**src/rtl/uart_rx_fifo_if.sv**
```systemverilog
// uart_rx_fifo_if
//  Receive-side handshake between the serial receiver FIFO and its consumer
//  (the teletype keyboard register).
//  Signals:
//   rx_read   consumer -> FIFO  pop request, edge-detected by the FIFO
//   rx_rdy    FIFO -> consumer  head entry valid
//   rx_data   FIFO -> consumer  head data byte
//   rx_err    FIFO -> consumer  framing error stored with the head entry
//   rx_count  FIFO -> consumer  number of entries held
//   rx_ovr    FIFO -> consumer  sticky overrun flag
//  Modports:
//   master  consumer side (drives rx_read)
//   slave   receiver/FIFO side (drives everything else)
interface uart_rx_fifo_if #(
   parameter int unsigned DEPTH_LOG2 = 2
) ();

   logic                  rx_read;
   logic                  rx_rdy;
   logic [7:0]            rx_data;
   logic                  rx_err;
   logic [DEPTH_LOG2:0]   rx_count;
   logic                  rx_ovr;

   modport master (
      output rx_read,
      input  rx_rdy,
      input  rx_data,
      input  rx_err,
      input  rx_count,
      input  rx_ovr
   );

   modport slave (
      input  rx_read,
      output rx_rdy,
      output rx_data,
      output rx_err,
      output rx_count,
      output rx_ovr
   );

endinterface

```
**src/rtl/uart_rx_fifo.sv**
```systemverilog
// uart_rx_fifo
//  8N1 serial receiver feeding a small receive FIFO, so characters arriving
//  while the CPU is slow to read the keyboard register are queued.
//  tty input is sampled only on the shared 16x baud enable.
//  Parameters:
//   DEPTH_LOG2  FIFO depth = 2**DEPTH_LOG2 entries (1..4)
//   STOP_CHK    1: a low stop bit is flagged as a framing error
//  Ports:
//   clk      system clock
//   rst      synchronous, active-high reset
//   mclkx16  one-clk enable pulse at 16x baud
//   rx       asynchronous serial input, idle high, LSB first
//   bus      consumer handshake (slave side): rx_read in; rx_rdy, rx_data,
//            rx_err, rx_count, rx_ovr out
module uart_rx_fifo #(
   parameter int unsigned DEPTH_LOG2 = 2,
   parameter bit          STOP_CHK   = 1'b1
) (
   input  logic          clk,
   input  logic          rst,
   input  logic          mclkx16,
   input  logic          rx,
   uart_rx_fifo_if.slave bus
);

   localparam int unsigned             Depth    = 2 ** DEPTH_LOG2;
   localparam logic [DEPTH_LOG2:0]     CountMax = Depth[DEPTH_LOG2:0];
   localparam logic [DEPTH_LOG2:0]     CountOne = 1;
   localparam logic [DEPTH_LOG2-1:0]   PtrOne   = 1;

   typedef enum logic [2:0] {
      StIdle,
      StStart,
      StData,
      StStop,
      StWaitHi
   } state_e;

   // ---------------------------------------------------------------------
   // Input synchroniser (resets to the idle-high line level)
   // ---------------------------------------------------------------------
   logic rx_meta_q;
   logic rxs_q;

   always_ff @(posedge clk) begin
      if (rst) begin
         rx_meta_q <= 1'b1;
         rxs_q     <= 1'b1;
      end else begin
         rx_meta_q <= rx;
         rxs_q     <= rx_meta_q;
      end
   end

   // ---------------------------------------------------------------------
   // Receive FSM; all sampling qualified by the 16x tick
   // ---------------------------------------------------------------------
   state_e      state_q;
   logic [3:0]  tick_q;
   logic [2:0]  bit_q;
   logic [7:0]  shreg_q;

   always_ff @(posedge clk) begin
      if (rst) begin
         state_q <= StIdle;
         tick_q  <= 4'd0;
         bit_q   <= 3'd0;
         shreg_q <= 8'd0;
      end else if (mclkx16) begin
         case (state_q)
            StIdle: begin
               if (!rxs_q) begin
                  state_q <= StStart;
                  tick_q  <= 4'd0;
               end
            end
            StStart: begin
               // Mid start bit: a high line here was only a glitch.
               if (tick_q == 4'd7) begin
                  if (rxs_q) begin
                     state_q <= StIdle;
                  end else begin
                     state_q <= StData;
                     tick_q  <= 4'd0;
                     bit_q   <= 3'd0;
                  end
               end else begin
                  tick_q <= tick_q + 4'd1;
               end
            end
            StData: begin
               // Tick counter wraps at 16, so tick 15 is mid-bit every bit.
               tick_q <= tick_q + 4'd1;
               if (tick_q == 4'd15) begin
                  shreg_q <= {rxs_q, shreg_q[7:1]};
                  bit_q   <= bit_q + 3'd1;
                  if (bit_q == 3'd7) begin
                     state_q <= StStop;
                  end
               end
            end
            StStop: begin
               tick_q <= tick_q + 4'd1;
               if (tick_q == 4'd15) begin
                  state_q <= rxs_q ? StIdle : StWaitHi;
               end
            end
            StWaitHi: begin
               // Break/framing: no start detection until the line idles.
               if (rxs_q) begin
                  state_q <= StIdle;
               end
            end
            default: begin
               state_q <= StIdle;
            end
         endcase
      end
   end

   // Push strobe coincides with the stop-bit sample.
   logic       push;
   logic [8:0] push_entry;

   assign push       = mclkx16 && (state_q == StStop) && (tick_q == 4'd15);
   assign push_entry = {STOP_CHK & ~rxs_q, shreg_q};

   // ---------------------------------------------------------------------
   // Receive FIFO
   // ---------------------------------------------------------------------
   logic [8:0]             mem_q [Depth];
   logic [DEPTH_LOG2-1:0]  wr_ptr_q, wr_ptr_d;
   logic [DEPTH_LOG2-1:0]  rd_ptr_q, rd_ptr_d;
   logic [DEPTH_LOG2:0]    count_q, count_d;
   logic [8:0]             head_q, head_d;
   logic                   rdy_q, rdy_d;
   logic                   ovr_q, ovr_d;
   logic                   last_read_q;
   logic                   full;
   logic                   pop;
   logic                   push_ok;

   assign full    = (count_q == CountMax);
   assign pop     = bus.rx_read && !last_read_q && (count_q != '0);
   // A pop in the same cycle frees a slot, so a push into a full FIFO is kept.
   assign push_ok = push && (!full || pop);

   always_comb begin
      wr_ptr_d = wr_ptr_q;
      rd_ptr_d = rd_ptr_q;
      count_d  = count_q;
      head_d   = head_q;
      ovr_d    = ovr_q | (push & full & ~pop);

      if (pop) begin
         rd_ptr_d = rd_ptr_q + PtrOne;
      end
      if (push_ok) begin
         wr_ptr_d = wr_ptr_q + PtrOne;
      end

      case ({push_ok, pop})
         2'b10:   count_d = count_q + CountOne;
         2'b01:   count_d = count_q - CountOne;
         default: count_d = count_q;
      endcase

      // Head register tracks the next head entry; it holds its last value
      // once the FIFO drains. The new head bypasses memory when it is the
      // entry being written this cycle.
      if (count_d != '0) begin
         if (push_ok && (wr_ptr_q == rd_ptr_d)) begin
            head_d = push_entry;
         end else begin
            head_d = mem_q[rd_ptr_d];
         end
      end

      // One-clk low gap after every pop lets an edge-detecting consumer see
      // each queued byte as a fresh rx_rdy rise.
      rdy_d = !pop && (count_d != '0);
   end

   always_ff @(posedge clk) begin
      if (push_ok) begin
         mem_q[wr_ptr_q] <= push_entry;
      end
   end

   always_ff @(posedge clk) begin
      if (rst) begin
         wr_ptr_q    <= '0;
         rd_ptr_q    <= '0;
         count_q     <= '0;
         head_q      <= 9'd0;
         rdy_q       <= 1'b0;
         ovr_q       <= 1'b0;
         last_read_q <= 1'b0;
      end else begin
         wr_ptr_q    <= wr_ptr_d;
         rd_ptr_q    <= rd_ptr_d;
         count_q     <= count_d;
         head_q      <= head_d;
         rdy_q       <= rdy_d;
         ovr_q       <= ovr_d;
         last_read_q <= bus.rx_read;
      end
   end

   assign bus.rx_rdy   = rdy_q;
   assign bus.rx_data  = head_q[7:0];
   assign bus.rx_err   = head_q[8];
   assign bus.rx_count = count_q;
   assign bus.rx_ovr   = ovr_q;

endmodule

```
**src/flat_wrapper.sv**
```systemverilog
// flat-port wrapper written by rule: the top's interface ports become plain ports
module uart_rx_fifo_flat 
#(
   parameter int unsigned DEPTH_LOG2 = 2,
   parameter bit          STOP_CHK   = 1'b1
)
  (clk, rst, mclkx16, rx, bus_rx_read, bus_rx_rdy, bus_rx_data, bus_rx_err, bus_rx_count, bus_rx_ovr);
  uart_rx_fifo_if #(.DEPTH_LOG2(DEPTH_LOG2)) bus_i ();
  input  logic clk;
  input  logic rst;
  input  logic mclkx16;
  input  logic rx;
  input wire logic [$bits(bus_i.rx_read)-1:0] bus_rx_read;
  output wire logic [$bits(bus_i.rx_rdy)-1:0] bus_rx_rdy;
  output wire logic [$bits(bus_i.rx_data)-1:0] bus_rx_data;
  output wire logic [$bits(bus_i.rx_err)-1:0] bus_rx_err;
  output wire logic [$bits(bus_i.rx_count)-1:0] bus_rx_count;
  output wire logic [$bits(bus_i.rx_ovr)-1:0] bus_rx_ovr;
  assign bus_i.rx_read = bus_rx_read;
  assign bus_rx_rdy = bus_i.rx_rdy;
  assign bus_rx_data = bus_i.rx_data;
  assign bus_rx_err = bus_i.rx_err;
  assign bus_rx_count = bus_i.rx_count;
  assign bus_rx_ovr = bus_i.rx_ovr;
  uart_rx_fifo #(.DEPTH_LOG2(DEPTH_LOG2), .STOP_CHK(STOP_CHK)) u_core (.clk(clk), .rst(rst), .mclkx16(mclkx16), .rx(rx), .bus(bus_i));
endmodule
```
**config.mk**
```make
export PLATFORM = sky130hd
export DESIGN_NAME = uart_rx_fifo_flat
export DESIGN_NICKNAME = d
export VERILOG_FILES = /design/src/rtl/uart_rx_fifo_if.sv /design/src/rtl/uart_rx_fifo.sv /design/src/flat_wrapper.sv
export SDC_FILE = /design/constraint.sdc
export NUM_CORES = 1
export LEC_CHECK = 0
export ABC_AREA = 0
export BUFFER_PORTS_ARGS = -buffer_cell sky130_fd_sc_hd__buf_4
export CORE_ASPECT_RATIO = 0.6
export CORE_MARGIN = 4
export CORE_UTILIZATION = 50
export DETAILED_ROUTE_END_ITERATION = 10
export PLACE_DENSITY = 0.68
export SLEW_MARGIN = 25
export SYNTH_ARGS = -nofsm -noshare
export SYNTH_HDL_FRONTEND = slang
export SYNTH_SLANG_ARGS = --single-unit
```
**constraint.sdc**
```tcl
create_clock -name clk -period 4.2 [get_ports clk]
set_input_delay 1.26 -clock clk [delete_from_list [all_inputs] [get_ports clk]]
set_output_delay 1.26 -clock clk [all_outputs]
set_load 0.05 [all_outputs]
```
==> results.toml, run 1 <==
[timing]
finalSetupViolations = 0
tightest_slew_ns = 0.740
clock_skew_ns = 0.00591
finalHoldViolations = 0
setup_tns_ns = 0
relSlewSlack_pct = 50.6
rsz0062_at_grt = "no"
min_period_ns = 3.60
period_share_pct = 85.8
slew_violations = 0
fmax_mhz = 277
whs_ns = 0.410

[floorplanning]
die_y_um = 73.2
core-area_um2 = 6790
start_util_pct = 52.2
floorplan.rows = 23
die_w_um = 117
pin_count = 19
dieArea_um2 = 8550

[pwr]
finalPower_mw = 1.49
p_per_area_nw_per_um2 = 368
vdd.ir_drop.worst_mv = 0.217
p_leak_nw = 1.47

[global_routing]
grt_pass1_vias = 2418
grt_start_max_net_pins = 32
grt_overflow = 0
antenna_found_initial = 0
groute.usage.overall_pct = 19.9
grt_pass1_wl_mm = 12.6

[route]
drcViolationCount = 0
wl_per_cell_um = 16.5
firstDrtPassIters = 4
vias = 2580
antenna_left = 0
drt-initial-drc-count = 217
wl_mm = 7.58
viasPerCell = 5.61

[finish]
fin_area_um2 = 4060
area_growth_pct = 14.5
nets = 382
final_cell_mix = "61 x nand2_1, 39 x dfxtp_1, 36 x edfxtp_1"
antenna_cells = 0
drive_gt1_share_pct = 16.1
nFillCells = 578
final_common_cell = "nand2_1"

[setup_path]
cpPeakStageDelay_ns = 0.53
end_kind = "flop"
arrival_ns = 3.85
worst-r2r-cell-count = 13
crit_required_ns = 4.45
crit_path_top_delay_cell = "nor2_1"
crit_chain = "buf_4 -> nor2b_1 -> nand2_4 -> inv_4 -> ha_1 -> inv_1 -> fa_1 -> xor2_1 -> o21ai_0 -> nand3_1 -> nor2_1 -> nand2_1 -> o31ai_2"
critPathLaunchType = "input port"
timing.rr.start = "u_core.state_q[2]$_SDFFE_PP0P_"
r2r_end = "u_core.head_q[6]$_SDFFE_PP0P_"
critical_path_peak_fanout = 19
criticalPathCategory = "in -> reg"
ff2ff_setup_slack_ns = 1.16
crit_start = "bus_rx_read"
critPathCapture = "u_core.head_q[6]$_SDFFE_PP0P_"

[clock_network]
cts_tree = "yes"
cts_sinks = 75
cts_hold_buf = 0
h-tree-depth = 3
ctsLongestPathBuffers = 2
cts_buffers = 9
clk_latency_ns = 0.33
post_cts_buffers = 0
ctsRootBufferMaster = "clkbuf_16"
clk_pin_slew_ns = 0.06
cts_resized = 0

[synth]
synth_top_cells_by_area = "edfxtp_1 30%, dfxtp_1 22%, nand2_1 6.5%"
synthArstFlopShare_pct = 0
yosysTopAreaCell = "edfxtp_1"
synth_warnings = 0
syn_nets = 361
synth_top_area_share_pct = 30.5
synth_ff_type = "dfxtp_1"
ys_seq_area_share_pct = 52.5
netlist_area_um2 = 3550
synth_cells = 347
ys_types = 48
synth-edff-count = 36
ys_ff_latch = 75
synth_area_per_cell_um2 = 10.2

[placed_design]
gp_congestion = 0.836
place_hpwl_mm = 5.31
port_buffers = 18
dpl_cell_area_um2 = 3770

[run_status]
status = "completed"

[job]
drv_cap = 0

[hold_path]
min_delay_path_depth = 1
hp-class = "reg -> reg"
==> synthesized netlist by cell type (4+ instances only) <==
library cell  instances
nor3_1               10
a21oi_1              16
a21boi_1              8
xor2_1                4
a22oi_1               5
dfxtp_1              39
ha_1                  8
o31ai_2               8
clkbuf_1              8
nor2b_1               9
o21ai_1              10
nor2_1               20
mux2i_1               4
nand3_1              13
or3_1                 4
o21ai_0              13
and3_1               11
edfxtp_1             36
nor3b_1               8
and2_1                6
inv_1                 9
nand2_1              61
==> worst max-delay path, delay by kind of cell <==
family | cells | cell delay [ns]
AO/OA/AOI/OAI | 2 | 0.39
XOR/XNOR | 1 | 0.16
adder cells (fa/ha/maj) | 2 | 0.54
buffers and inverters | 3 | 0.26
AND/OR/NAND/NOR | 5 | 1.24
==> stage by stage <==
| step | setup slack [ns] | instances | utilization [%] |
|---|---|---|---|
| floorplan | 0.211 | 347 | - |
| global placement | 0.426 | 444 | 55.6 |
| detailed placement | 0.246 | 444 | 55.6 |
| CTS | 0.573 | 460 | 59.7 |
| global route | 0.381 | 460 | 59.8 |
| finish | 0.596 | 460 | 59.8 |
==> kinds of logic (layout without fill, tap and decap cells) <==
logic type	after synthesis	after routing	synth area share (%)
xor gates and xnor gates	9	9	2.65
muxes	6	6	2.40
buffers and inverters	22	48	2.43
AOI/OAI and AO/OA	69	69	14.0
and+or+nand+nor	157	157	22.6
DFF	75	75	52.5
adders and majority gates	9	9	3.39
==> layout make-up <==
cell class | instances | area [um2] | area share (%)
timing repair buffer | 22 | 165 | 4.07
tap | 87 | 109 | 2.68
multi-input combinational | 250 | 1600 | 39.5
clock inverter | 5 | 37.5 | 0.925
inverter | 10 | 40.0 | 0.986
clock buffer | 11 | 243 | 5.98
sequential | 75 | 1860 | 45.9
==> worst min-delay path by stage <==
stage,from,endpoint,slack (ns)
5_1_grt,u_core.rx_meta_q$_SDFF_PP1_,u_core.rxs_q$_SDFF_PP1_,0.43
4_1_cts,u_core.rx_meta_q$_SDFF_PP1_,u_core.rxs_q$_SDFF_PP1_,0.41
3_3_place_gp,u_core.rx_meta_q$_SDFF_PP1_,u_core.rxs_q$_SDFF_PP1_,0.39
3_5_place_dp,u_core.rx_meta_q$_SDFF_PP1_,u_core.rxs_q$_SDFF_PP1_,0.40
2_1_floorplan,u_core.rx_meta_q$_SDFF_PP1_,u_core.rxs_q$_SDFF_PP1_,0.39
6_report,u_core.rx_meta_q$_SDFF_PP1_,u_core.rxs_q$_SDFF_PP1_,0.41
==> state kept, by name, indices dropped and copies added (netlist names), 2 cells and up <==
register,count
u_core.mem_q,36
u_core.head_q,9
u_core.shreg_q,8
u_core.tick_q,4
u_core.bit_q,3
u_core.bus.rx_count,3
u_core.state_q,3
u_core.rd_ptr_q,2
u_core.wr_ptr_q,2
==> power by group <==
part / switching, mW / internal [mW] / leakage (nW)
logic: 0.0157 / 0.00802 / 0.615
registers: 0.00238 / 0.762 / 0.724
clock network: 0.288 / 0.417 / 0.132
total: 0.306 / 1.19 / 1.47
==> routing by layer <==
metal | global-route usage [%] | share of wire (%) | up-vias
li1 | - | - | 1286
met3 | 5.97 | 7.4 | 8
met1 | 31.2 | 52 | 1221
met2 | 26.1 | 39 | 65
met4 | 5.34 | 1.1 | 0
met5 | 0 | 0 | -
No activity file was read; power rests on OpenSTA's default activity.
==> run 2, diff against run 1 <==
--- a/config.mk
+++ b/config.mk
@@ -9,9 +9,9 @@
 export BUFFER_PORTS_ARGS = -buffer_cell sky130_fd_sc_hd__buf_4
 export CORE_ASPECT_RATIO = 0.6
 export CORE_MARGIN = 4
-export CORE_UTILIZATION = 50
+export CORE_UTILIZATION = 40
 export DETAILED_ROUTE_END_ITERATION = 10
-export PLACE_DENSITY = 0.68
+export PLACE_DENSITY = 0.57
 export SLEW_MARGIN = 25
 export SYNTH_ARGS = -nofsm -noshare
 export SYNTH_HDL_FRONTEND = slang
==> run 2 against run 1 <==
Via count decreased by 1.6%. Largest cell class unchanged. Critical path depth unchanged. Register-to-register slack improved by 0.04 ns. Fmax increased by 1.1%. Critical path type unchanged. Worst hold slack got worse by 0.0028 ns. Final cell count increased by 5.4%.
==> results.toml, run 2 (synthesis gave the netlist of run 1 again) <==
[run_status]
status = "completed"

[pwr]
seqPwrFrac_pct = 48.2
p_per_area_nw_per_um2 = 385
finalPower_mw = 1.59
clkPwrFrac_pct = 50.3
swShare_pct = 18.9
p_leak_nw = 1.50
vdd.ir_drop.worst_mv = 0.272
p_comb_share_pct = 1.5
p_int_mw = 1.29
net-switching-power_uw = 300

[global_routing]
antenna_found_initial = 0
grt_pass1_wl_mm = 13.0
grt_start_max_net_pins = 32
grt_overflow = 0
grt_pass1_vias = 2317
groute.usage.overall_pct = 16.8

[clock_network]
ctsRootBufferMaster = "clkbuf_16"
cts_resized = 0
clk_pin_slew_ns = 0.06
clk_latency_ns = 0.33
cts_tree = "yes"
cts_buffers = 9
cts_hold_buf = 0
ctsLongestPathBuffers = 2
h-tree-depth = 3
cts_sinks = 75
post_cts_buffers = 0

[finish]
seq_area_um2 = 1860
largest_register_ffs = 36
nets = 382
drive_gt1_share_pct = 16.1
reg.largest.list = "u_core.mem_q x36, u_core.head_q x9, u_core.shreg_q x8"
fin_area_um2 = 4120
top_register = "u_core.mem_q"
final_core_util_pct = 48.2
final_common_cell = "nand2_1"
final_cell_mix = "61 x nand2_1, 39 x dfxtp_1, 36 x edfxtp_1"
nFillCells = 803
multiInputGateArea_um2 = 1600
area_growth_pct = 16.2
antenna_cells = 0

[timing]
relSlewSlack_pct = 47.7
finalHoldViolations = 0
setup_tns_ns = 0
finalSetupViolations = 0
rsz0062_at_grt = "no"
fmax_mhz = 281
min_period_ns = 3.56
tightest_slew_ns = 0.784
clock_skew_ns = 0.00581
slew_violations = 0
period_share_pct = 84.9
setup_ws_ns = 0.635

[placed_design]
dpl_cell_area_um2 = 3810
port_buffers = 18
gp_congestion = 0.765
place_hpwl_mm = 5.67
dp_slack_ns = 0.284

[floorplanning]
core-area_um2 = 8560
die_w_um = 130
die_y_um = 80.9
dieArea_um2 = 10500
start_util_pct = 41.5
floorplan.rows = 26
pin_count = 19

[route]
antenna_left = 0
viasPerCell = 5.23
drcViolationCount = 0
drt-initial-drc-count = 142
wl_per_cell_um = 16.6
wl_mm = 8.06
vias = 2538
firstDrtPassIters = 4

[hold_path]
hp-class = "reg -> reg"

[setup_path]
crit_required_ns = 4.45
path_buf_inv = 3
criticalPathCategory = "in -> reg"
crit_path_top_delay_cell = "nor2_1"
crit_chain = "buf_4 -> nor2b_1 -> nand2_4 -> inv_4 -> ha_1 -> inv_1 -> fa_1 -> xor2_1 -> o21ai_0 -> nand3_1 -> nor2_1 -> nand2_1 -> o31ai_2"
cpPeakStageDelay_ns = 0.54
end_kind = "flop"
critPathLaunchType = "input port"
critical_path_peak_fanout = 19
crit_family = "simple AND/OR/NAND/NOR gates"
arrival_ns = 3.81

[job]
drv_cap = 0
run 2: changes by cell type in the layout (fill, tap and decap cells not counted):
cell and change:
inv_6 -1, clkinv_2 +3, clkbuf_8 -1, clkinvlp_4 -2, clkinv_4 -1, bufinv_16 +2
run 2: final cells by class:
type	instances	area share, %
Sequential cell	75	45.2
Multi-Input combinational cell	250	38.9
Clock buffer	10	5.56
Timing Repair Buffer	22	4.01
Tap cell	112	3.40
Clock inverter	6	1.94
Inverter	10	0.972
run 2: power groups by stage:
stage                     Combinational, mW  Clock [mW]  Sequential, mW
after detailed placement             0.0235           0           0.780
after global placement               0.0234           0           0.780
final                                0.0235       0.798           0.764
after floorplan                      0.0163           0           0.779
after global routing                 0.0261       0.853           0.764
after CTS                            0.0237       0.817           0.764
run 2: through the flow:
| stage | hold slack [ns] | std cells |
|---|---|---|
| 2_1_floorplan | 0.389 | 347 |
| 3_3_place_gp | 0.393 | 469 |
| 3_5_place_dp | 0.396 | 469 |
| 4_1_cts | 0.408 | 485 |
| 5_1_grt | 0.437 | 485 |
| 6_report | 0.408 | 485 |
run 2: worst paths after layout:
path | startpoint | depth (start not counted) | endpoint | slack (ns)
hold / removal | u_core.rx_meta_q$_SDFF_PP1_ | 1 | u_core.rxs_q$_SDFF_PP1_ | 0.41
hold reg to reg | u_core.rx_meta_q$_SDFF_PP1_ | 1 | u_core.rxs_q$_SDFF_PP1_ | 0.41
setup / recovery | bus_rx_read | 13 | u_core.head_q[8]$_SDFFE_PP0P_ | 0.64
setup reg to reg | u_core.state_q[2]$_SDFFE_PP0P_ | 13 | u_core.head_q[8]$_SDFFE_PP0P_ | 1.20
run 2: worst reg2reg max path, stage by stage, from the launching register on:
cell and delay (ns):
dfxtp_1 0.50, inv_1 0.09, nand3_1 0.24, nor3_4 0.08, inv_1 0.07, ha_1 0.18
inv_1 0.06, fa_1 0.37, xor2_1 0.16, o21ai_0 0.30, nand3_1 0.11, nor2_1 0.54
nand2_1 0.15, o31ai_2 0.09
run 2: layer usage:
| layer | up-vias | wire length (um) | GRT usage, % |
|---|---|---|---|
| met4 | 0 | 52 | 4.98 |
| met3 | 4 | 564 | 4.99 |
| met2 | 50 | 3170 | 21.2 |
| met5 | - | 0 | 0 |
| li1 | 1282 | - | - |
| met1 | 1202 | 4270 | 26.6 |
==> run 3, diff against run 2 <==
==> constraint.sdc (replaced) <==
create_clock -name clk -period 3.4 [get_ports clk]
set_input_delay 1.02 -clock clk [delete_from_list [all_inputs] [get_ports clk]]
set_output_delay 1.02 -clock clk [all_outputs]
set_load 0.05 [all_outputs]
==> run 3 against run 2 <==
Worst hold slack improved by 0.0045 ns. Critical path depth increased by 1. Clock power increased by 17%. Via count increased by 2.9%. Core utilization increased by 1.1 points. Final cell count increased by 2.3%. Power increased by 20%. Register-to-register slack got worse by 0.77 ns. Critical path type unchanged. Largest power group is now registers.
==> results.toml, run 3 (synthesis gave the netlist of run 1 again) <==
[run_status]
status = "completed"

[floorplanning]
start_util_pct = 41.5
core-area_um2 = 8560
die_w_um = 130
die_y_um = 80.9
pin_count = 19
dieArea_um2 = 10500
floorplan.rows = 26

[clock_network]
cts_tree = "yes"
post_cts_buffers = 0
ctsRootBufferMaster = "clkbuf_16"
cts_hold_buf = 0
clk_latency_ns = 0.33
ctsLongestPathBuffers = 2
h-tree-depth = 3
cts_resized = 0
clk_pin_slew_ns = 0.06
cts_sinks = 75
cts_buffers = 9

[hold_path]
hold_path_startpoint = "u_core.rx_meta_q$_SDFF_PP1_"
whs_endpoint = "u_core.rxs_q$_SDFF_PP1_"
hp-class = "reg -> reg"
min_delay_path_depth = 1

[finish]
drive_gt1_share_pct = 18.8
final_core_util_pct = 49.3
nets = 393
antenna_cells = 0
largest_register_ffs = 36
final_cell_mix = "61 x nand2_1, 39 x dfxtp_1, 36 x edfxtp_1"
top_register = "u_core.mem_q"
fin_cells = 496
final_common_cell = "nand2_1"
area_growth_pct = 18.8
fin_area_um2 = 4220
reg.largest.list = "u_core.mem_q x36, u_core.head_q x9, u_core.shreg_q x8"

[route]
wl_per_cell_um = 16.6
wl_mm = 8.26
firstDrtPassIters = 4
drt-initial-drc-count = 200
antenna_left = 0
drcViolationCount = 0
viasPerCell = 5.27
vias = 2612

[timing]
fmax_mhz = 321
whs_ns = 0.412
rsz0062_at_grt = "no"
setup_tns_ns = 0
finalSetupViolations = 0
tightest_slew_ns = 0.741
finalHoldViolations = 0
clock_skew_ns = 0.00377
relSlewSlack_pct = 50.6
period_share_pct = 91.6
setup_ws_ns = 0.285
min_period_ns = 3.11
slew_violations = 0

[setup_path]
critPathLaunchType = "input port"
ff2ff_setup_slack_ns = 0.43
timing.rr.start = "u_core.tick_q[0]$_SDFFE_PP0P_"
crit_family = "simple AND/OR/NAND/NOR gates"
crit_required_ns = 3.64
path_buf_inv = 4
worst-r2r-cell-count = 13
end_kind = "flop"
crit_chain = "buf_4 -> nand2b_1 -> and3_1 -> nor3_4 -> inv_1 -> ha_1 -> inv_1 -> fa_1 -> xor2_1 -> or3_1 -> a31oi_4 -> buf_12 -> o21ai_1 -> o31ai_2"
crit_top_cell = "inv_1"
r2r_end = "u_core.head_q[7]$_SDFFE_PP0P_"
arrival_ns = 3.36
crit_path_top_delay_cell = "or3_1"
cpPeakStageDelay_ns = 0.38
critical_path_peak_fanout = 10
criticalPathCategory = "in -> reg"

[global_routing]
grt_start_max_net_pins = 32
grt_use_met2_pct = 22.9
grt_overflow = 0
grt_pass1_wl_mm = 13.3
grt_util_met3_pct = 5.19
groute.usage.overall_pct = 17.0
grt_pass1_vias = 2400
antenna_found_initial = 0
grt_most_used_layer = "met1"
met1_usage_pct = 26.3

[placed_design]
gp_congestion = 0.765
port_buffers = 18
dp_slack_ns = -0.0721
place_hpwl_mm = 5.80
dpl_cell_area_um2 = 3920
dp.cells = 480

[job]
drv_cap = 0

[pwr]
finalPower_mw = 1.91
p_leak_nw = 1.54
p_per_area_nw_per_um2 = 453
vdd.ir_drop.worst_mv = 0.314
[run 3: cell types whose count changed in the layout (fill, tap and decap cells not counted), sizes merged]
cell | before | now
buf | 22 | 33
bufinv | 2 | 1
clkinvlp | 0 | 1
[run 3: routing by layer]
metal	routed length [um]	part of all wire, %	up-vias
met1	4290	52	1233
met2	3270	40	67
met3	620	7.5	12
met5	0	0	-
met4	76	0.92	0
li1	-	-	1300
[run 3: final cells by class]
type	count	area, um2
multi-input cells	250	1620
clock buffers	10	239
fillers	807	4340
repair buffers	33	260
well taps	112	140
flip-flops and latches	75	1860
clock inverters	6	55.1
inverters	10	40.0
[run 3: how the worst max path moves through the flow]
stage                start                             to  cells past startpoint
6_report       bus_rx_read  u_core.head_q[7]$_SDFFE_PP0P_                     14
5_1_grt        bus_rx_read  u_core.head_q[7]$_SDFFE_PP0P_                     14
4_1_cts        bus_rx_read  u_core.head_q[7]$_SDFFE_PP0P_                     14
3_5_place_dp   bus_rx_read  u_core.head_q[7]$_SDFFE_PP0P_                     14
3_3_place_gp   bus_rx_read  u_core.head_q[8]$_SDFFE_PP0P_                     14
2_1_floorplan  bus_rx_read  u_core.head_q[0]$_SDFFE_PP0P_                     12
[run 3: power breakdown]
group	internal [mW]	switching, mW	total (mW)
Clock	0.580	0.356	0.935
Combinational	0.0104	0.0197	0.0302
Sequential	0.941	0.00288	0.944
Total	1.53	0.378	1.91
[run 3: worst reg2reg max path, stage by stage, from the launching register on]
cell	delay, ns
dfxtp_1	0.38
ha_1	0.27
nand4_1	0.26
nor3_4	0.20
inv_1	0.06
ha_1	0.21
inv_1	0.07
fa_1	0.39
nor2b_1	0.15
a22o_1	0.23
a31oi_4	0.20
buf_12	0.15
o21ai_1	0.08
o31ai_2	0.25
